$ cat config.mk
export PLATFORM = sky130hd
export DESIGN_NAME = misr_compactor
export DESIGN_NICKNAME = d
export VERILOG_FILES = /design/src/rtl/misr_compactor.sv
export SDC_FILE = /design/constraint.sdc
export NUM_CORES = 1
export LEC_CHECK = 0
export BUFFER_PORTS_ARGS = -buffer_cell sky130_fd_sc_hd__buf_2
export CELL_PAD_IN_SITES_DETAIL_PLACEMENT = 0
export CELL_PAD_IN_SITES_GLOBAL_PLACEMENT = 1
export CORE_MARGIN = 2
export CORE_UTILIZATION = 38
export CTS_CLUSTER_DIAMETER = 200
export DETAILED_ROUTE_END_ITERATION = 12
export PLACE_DENSITY_LB_ADDON = 0.1
export SLEW_MARGIN = 10
export SYNTH_ARGS = -nofsm -noshare
export SYNTH_HDL_FRONTEND = slang
export SYNTH_SLANG_ARGS = --single-unit
export TNS_END_PERCENT = 1
$ cat constraint.sdc
create_clock -name clk -period 2.55 [get_ports clk]
set_input_delay 0.1275 -clock clk [delete_from_list [all_inputs] [get_ports clk]]
set_output_delay 0.1275 -clock clk [all_outputs]
set_load 0.01 [all_outputs]
$ cat src/rtl/misr_compactor.sv
// Multiple-input signature register used as the LBIST output response analyser.
// Optional MISR_XMASK_EN adds an xmask input that zeroes X-prone response bits.
module misr_compactor #(
    parameter int           N            = 20,
    parameter logic [N-1:0] POLY         = 20'h00008,
    parameter logic [N-1:0] SEED         = '0,
    parameter logic [N-1:0] GOLDEN       = '0,
    parameter int           NUM_PATTERNS = 1024,
    parameter int           CNT_W        = $clog2(NUM_PATTERNS + 1)
) (
    input  logic         clk,
    input  logic         rst_n,
    input  logic         start,
    input  logic         abort,
    input  logic         en,
`ifdef MISR_XMASK_EN
    input  logic [N-1:0] xmask,
`endif
    input  logic [N-1:0] din,
    output logic [N-1:0] signature,
    output logic         busy,
    output logic         done,
    output logic         pass
);

    typedef enum logic [1:0] {IDLE, RUN, COMPARE, DONE} state_t;

    localparam logic [CNT_W-1:0] LAST = CNT_W'(NUM_PATTERNS - 1);

    state_t           state, state_next;
    logic [N-1:0]     sig, sig_next, sig_step, data;
    logic [CNT_W-1:0] count, count_next;
    logic             pass_r, pass_next;
    logic             fb;

`ifdef MISR_XMASK_EN
    assign data = din & ~xmask;
`else
    assign data = din;
`endif

    // Galois-form step: the MSB feeds back into every tapped stage.
    always_comb begin
        fb          = sig[N-1];
        sig_step    = '0;
        sig_step[0] = fb ^ data[0];
        for (int i = 1; i < N; i++)
            sig_step[i] = sig[i-1] ^ data[i] ^ (POLY[i] & fb);
    end

    always_comb begin
        state_next = state;
        sig_next   = sig;
        count_next = count;
        pass_next  = pass_r;
        if (abort) begin
            state_next = IDLE;
            sig_next   = SEED;
            count_next = '0;
            pass_next  = 1'b0;
        end else begin
            case (state)
                IDLE, DONE: begin
                    if (start) begin
                        state_next = RUN;
                        sig_next   = SEED;
                        count_next = '0;
                        pass_next  = 1'b0;
                    end
                end
                RUN: begin
                    if (en) begin
                        sig_next   = sig_step;
                        count_next = count + CNT_W'(1);
                        if (count == LAST)
                            state_next = COMPARE;
                    end
                end
                COMPARE: begin
                    pass_next  = (sig == GOLDEN);
                    state_next = DONE;
                end
                default: state_next = IDLE;
            endcase
        end
    end

    always_ff @(posedge clk) begin
        if (!rst_n) begin
            state  <= IDLE;
            sig    <= SEED;
            count  <= '0;
            pass_r <= 1'b0;
        end else begin
            state  <= state_next;
            sig    <= sig_next;
            count  <= count_next;
            pass_r <= pass_next;
        end
    end

    assign signature = sig;
    assign busy      = (state == RUN) || (state == COMPARE);
    assign done      = (state == DONE);
    assign pass      = pass_r;

endmodule

Word-level counts from Yosys, hierarchy flattened
Index checks and enable logic that the tools add are counted.
{"block": "word_totals", "wordCells": 56, "ram_bits": 0, "n_memories": 0, "ff_bits": 34, "romBits": 0, "output_inout_bits": 23, "inputBits": 25, "latch_bits": 0}
{"block": "op_classes", "n_reduce_logical": 10, "n_shift": 0, "addsub": 1, "bitwise": 22, "eq_ne": 7, "muxes": 12, "multipliers": 0, "magnitude_cmp": 0, "div": 0}
{"operator": "$mux W20", "n": 2}
{"operator": "$pmux W20 S2", "n": 1}
{"operator": "$mux W11", "n": 2}
{"operator": "$pmux W11 S2", "n": 1}
{"operator": "$xor A1 B1 Y1", "n": 21}
{"operator": "$logic_not A20 Y1", "n": 1}
{"operator": "$add A11 B1 Y11 const B", "n": 1}
{"operator": "$eq A11 B10 Y1 const B", "n": 1}
{"operator": "$mux W2", "n": 3}
{"operator": "$ne A2 B2 Y1 const B", "n": 3}
{"operator": "$pmux W2 S3", "n": 1}
{"operator": "$reduce_and A3 Y1", "n": 2}
{"operator": "$eq A2 B2 Y1 const B", "n": 2}
{"operator": "$reduce_bool A2 Y1", "n": 2}
{"operator": "$reduce_or A2 Y1", "n": 2}
{"operator": "$eq A2 B1 Y1 const B", "n": 1}
{"operator": "$logic_not A2 Y1", "n": 1}
{"operator": "$pmux W1 S2", "n": 1}
{"operator": "$reduce_and A2 Y1", "n": 1}
{"operator": "$logic_or A1 B1 Y1", "n": 1}
{"operator": "$mux W1", "n": 1}
{"operator": "$not A1 Y1", "n": 1}

Depth between registers and ports, before layout
{"block": "depth", "ltp_word": 4, "ltp_mapped": 8, "depth_no_buf": 6}

Worst setup path before layout
OpenSTA, ideal clock, no wires.
{"block": "synth_path", "path_kind": "register to register", "from": "register state[0]", "to": "register count[10]", "setup_slack_ns": 0.602, "path_stages_with_launch": 7, "setup_time_ns": 0.059, "period_less_slack_ns": 1.948, "t_required_ns": 2.491, "path_buffers": 0, "arrival_time_ns": 1.889, "cell_sequence": "dfxtp_1 > inv_1 > ha_1 > and2b_1 > or3_4 > or4_1 > nand2_1"}
{"block": "synth_via", "elab_chain_cells": 4, "word_cells_on_any_way": 9, "classes_between": "eq/ne: 4; mux: 1; reduce/logical: 4"}
{"element": "start: declaration", "line": "30", "rtl": "state_t state, state_next;"}
{"element": "start signal: assignment", "line": "95", "rtl": "state <= state_next;"}
{"element": "$eq A2 B2 Y1 / $logic_not A2 Y1 (equally long branches)", "line": "62", "rtl": "case (state)"}
{"element": "$reduce_or A2 Y1", "line": "62"}
{"element": "$ne A2 B2 Y1 (no source line) / $reduce_bool A2 Y1 (equally long branches)"}
{"element": "$reduce_and A3 Y1 (no source line)"}
{"element": "end signal: assignment", "line": "97", "rtl": "count <= count_next;"}
{"element": "end: declaration", "line": "32", "rtl": "logic [CNT_W-1:0] count, count_next;"}
Several ways; a longest one is shown, not always the timed one.
A chain may end at the register's enable or synchronous reset.

Worst setup path in the final report
{"block": "layout_path", "from": "register state[0]", "to": "register sig[16] (netlist: signature[16])"}
{"block": "layout_via", "elab_chain_cells": 4, "word_cells_on_any_way": 9, "classes_between": "eq/ne: 4; mux: 1; reduce/logical: 4"}
{"element": "$eq A2 B2 Y1 / $logic_not A2 Y1 (equally long branches)", "line": "62"}
{"element": "$reduce_or A2 Y1", "line": "62"}
{"element": "$ne A2 B2 Y1 (no source line) / $reduce_bool A2 Y1 (equally long branches)"}
{"element": "$reduce_and A3 Y1 (no source line)"}
{"element": "end signal: assignment", "line": "96", "rtl": "sig <= sig_next;"}
{"element": "end: declaration", "line": "31", "rtl": "logic [N-1:0] sig, sig_next, sig_step, data;"}
Several ways; a longest one is shown, not always the timed one.

==> impl_metrics.yaml <==
status:
  outcome: "complete, no violations"
synth:
  muxShareOfSynthArea_pct: 1.88
  synth-xor-area-share_pct: 14.7
  synthFlopType: "dfxtp_1"
  syn-cell-area_um2: 1670
  syn_nets: 215
  syn_area_per_cell_um2: 9.01
  synth_fa_ha_area_share_pct: 3.75
  synth_seq_cells: 34
  synth_edf_count: 0
  synth_top_family_by_area: "simple AND/OR/NAND/NOR gates"
  synth_cell_types: 33
  synth_compound_area_share_pct: 13.7
  synthArstFlopShare_pct: 0
  syn_inst: 185
  ys_seq_area_share_pct: 40.8
  ys_warn_count: 0
  synth_simple_gate_area_share_pct: 22.0
pwr:
  seq_power_share_pct: 46.3
  clockPowerShare_pct: 42.5
  power.leakage_nw: 0.896
  pwr-share-comb_pct: 11.3
  powerDensity_nw_per_um2: 571
  switchingPower_mw: 0.292
  p_sw_share_pct: 25.0
  p_int_mw: 0.878
  max-vdd-ir-drop_uv: 294
global_route:
  top_usage_layer: "met2"
  grt.total_usage_pct: 16.8
  grt_first_pass_wirelength_um: 6600
  overflow: 0
  use_met3_pct: 4.47
  grt_use_met1_pct: 20.3
  grt_max_degree: 25
  antenna_found_initial: 0
  grt_pass1_vias: 1451
  met2_usage_pct: 28.8
floorplan:
  start_util_pct: 38.8
  die_h_um: 70.2
  ioPinCount: 48
  die-area_um2: 4930
  rows: 24
  core-area_um2: 4290
  die_w_um: 70.2
critical_path:
  worstSetupStartpoint: "state[0]$_SDFFE_PP0P_"
  path_depth: 6
  start_kind: "register"
  crit_buf_inv: 1
  critical-path-top-delay-family: "simple AND/OR/NAND/NOR gates"
  crit_required_ps: 2770
  cp_cell_sequence: "inv_1 > ha_1 > nand2b_1 > and3_1 > a22oi_1 > nor2_1"
  rr_worst_depth: 6
  cp_slowest_stage_delay_ps: 750
  cp.arrival_ps: 2390
  worst-r2r-setup-slack_ps: 380
  slowest_stage: "and3_1"
  worstPathMaxFanout: 22
  r2r_start: "state[0]$_SDFFE_PP0P_"
  criticalPathCategory: "reg -> reg"
  cp-end-kind: "register"
timing:
  grt_setup_unrepaired: "no"
  worst_pin_slew_ps: 828
  maxSlewViolCount: 0
  hold_viol: 0
  max_freq_ghz: 0.461
  final.period_utilization_pct: 85.0
  fin_crit_ps: 2170
  skew_ps: 3.15
  relSlewSlack_pct: 44.8
  setup_viol: 0
  tns_ps: 0
clock_tree:
  ctsLongestPathBuffers: 2
  cts_tree: "built"
  cts_resized: 0
  clkLatencyLatePin_ps: 280
  hold_buffers: 0
  cts_made_buffers: 5
  clkTransAtPathRegs_ps: 70
  cts_root_buf: "clkbuf_8"
  htreeDepth: 2
  cts.sinks: 34
  cts_setup_buffers: 0
final_layout:
  nNetsFinal: 262
  post-route-util_pct: 47.8
  drive_above_1_share_pct: 25.8
  fill_cells: 456
  diodes: 0
  layoutNonFillerInstCount: 285
  areaGrowthSynthToFinish_pct: 23.0
  postLayoutCellArea_um2: 2050
worst_hold_path:
  min_from: "din[2]"
  whs_path_depth: 4
  hold_class: "in -> reg"
detailed_routing:
  ant_nets: 0
  first_pass_iters: 4
  drt_iter0_markers: 58
  vias: 1459
  wl_um: 3860
  wl_per_cell_um: 13.5
  vias_per_cell: 5.12
  drcViolationCount: 0
placement:
  io_buffer_count: 47
  dp.cells: 277
  place_area_um2: 1940
  place_congestion: 0.735
  dp_hpwl_um: 2860
run:
  drv_cap: 0
## metal layers
metal | vias up | routed length (um)
met5 | - | 0
met4 | 0 | 54
met3 | 5 | 158
met2 | 36 | 1850
met1 | 669 | 1800
li1 | 749 | -
## sequential cells by signal (all words and copies together) (netlist names)
name and cells:
state 2, pass 1, count 11, signature 20
## worst paths after layout
check,end
worst min-delay path,signature[2]$_SDFFE_PP0P_
worst min register to register,pass$_SDFFE_PP0P_
worst max-delay path,signature[16]$_SDFFE_PP0P_
worst max register to register,signature[16]$_SDFFE_PP0P_
## synthesized netlist by cell type, types with 2 or more instances
cell      number  share of area, %
clkbuf_1       8               1.8
nand2_1        7               1.6
nand2b_1       3               1.1
nor3_1         3              0.90
nor2_1        30               6.8
or4_1          2              0.90
inv_1          3              0.68
nand4_1        4               1.5
a21oi_1        2              0.60
xnor2_1        6               3.2
nand3_1        5               1.5
nor4_1         8               3.0
o21a_1         3               1.4
a22oi_1       21               9.5
dfxtp_1       34                41
and3_1         3               1.1
ha_1           5               3.8
xor2_1        22                12
mux2i_1        2               1.2
## final cells by class
cell class	instances	area, um2	area share (%)
clock buffer	6	72.6	3.54
clock inverter	2	37.5	1.83
inverter	3	11.3	0.549
multi-input combinational	139	933	45.5
sequential	34	681	33.2
tap	52	65.1	3.17
timing repair buffer	49	250	12.2
## power by group through the flow
stage               logic [mW]  clock network [mW]  registers [mW]
floorplan               0.0855                   0           0.554
global placement         0.130                   0           0.553
detailed placement       0.131                   0           0.554
CTS                      0.132               0.508           0.541
global route             0.147               0.531           0.542
finish                   0.132               0.497           0.541
## placed cells by master (no fill, tap or decap), types with 2 or more instances in the layout
cell	count
a21oi_1	2
a22oi_1	21
and3_1	3
buf_2	47
buf_4	2
clkbuf_8	5
dfxtp_1	34
ha_1	5
inv_1	3
mux2i_1	2
nand2_1	7
nand2b_1	3
nand3_1	5
nand4_1	4
nor2_1	30
nor3_1	3
nor4_1	8
o21a_1	3
or4_1	2
xnor2_1	6
xor2_1	22
## cell families (layout without fill, tap and decap cells)
group                    Yosys count  in the layout
AND/OR/NAND/NOR                   72             72
flip-flops                        34             34
AO/OA/AOI/OAI                     31             31
XOR/XNOR                          28             28
buffers and inverters             12             60
adder cells (fa/ha/maj)            5              5
multiplexers                       3              3
## tightest hold or removal path, stage by stage
cell	delay (ps)
buf_2	80
xor2_1	50
a22oi_1	150
nor2_1	50
## per-stage QoR
stage	hold WS, ps	worst slack (ps)	power [mW]
after detailed placement	480	424	0.685
after floorplan	383	602	0.639
after global placement	452	494	0.683
after global routing	227	139	1.22
final	222	382	1.17
after CTS	214	384	1.18
No activity file was read; power rests on OpenSTA's default activity.
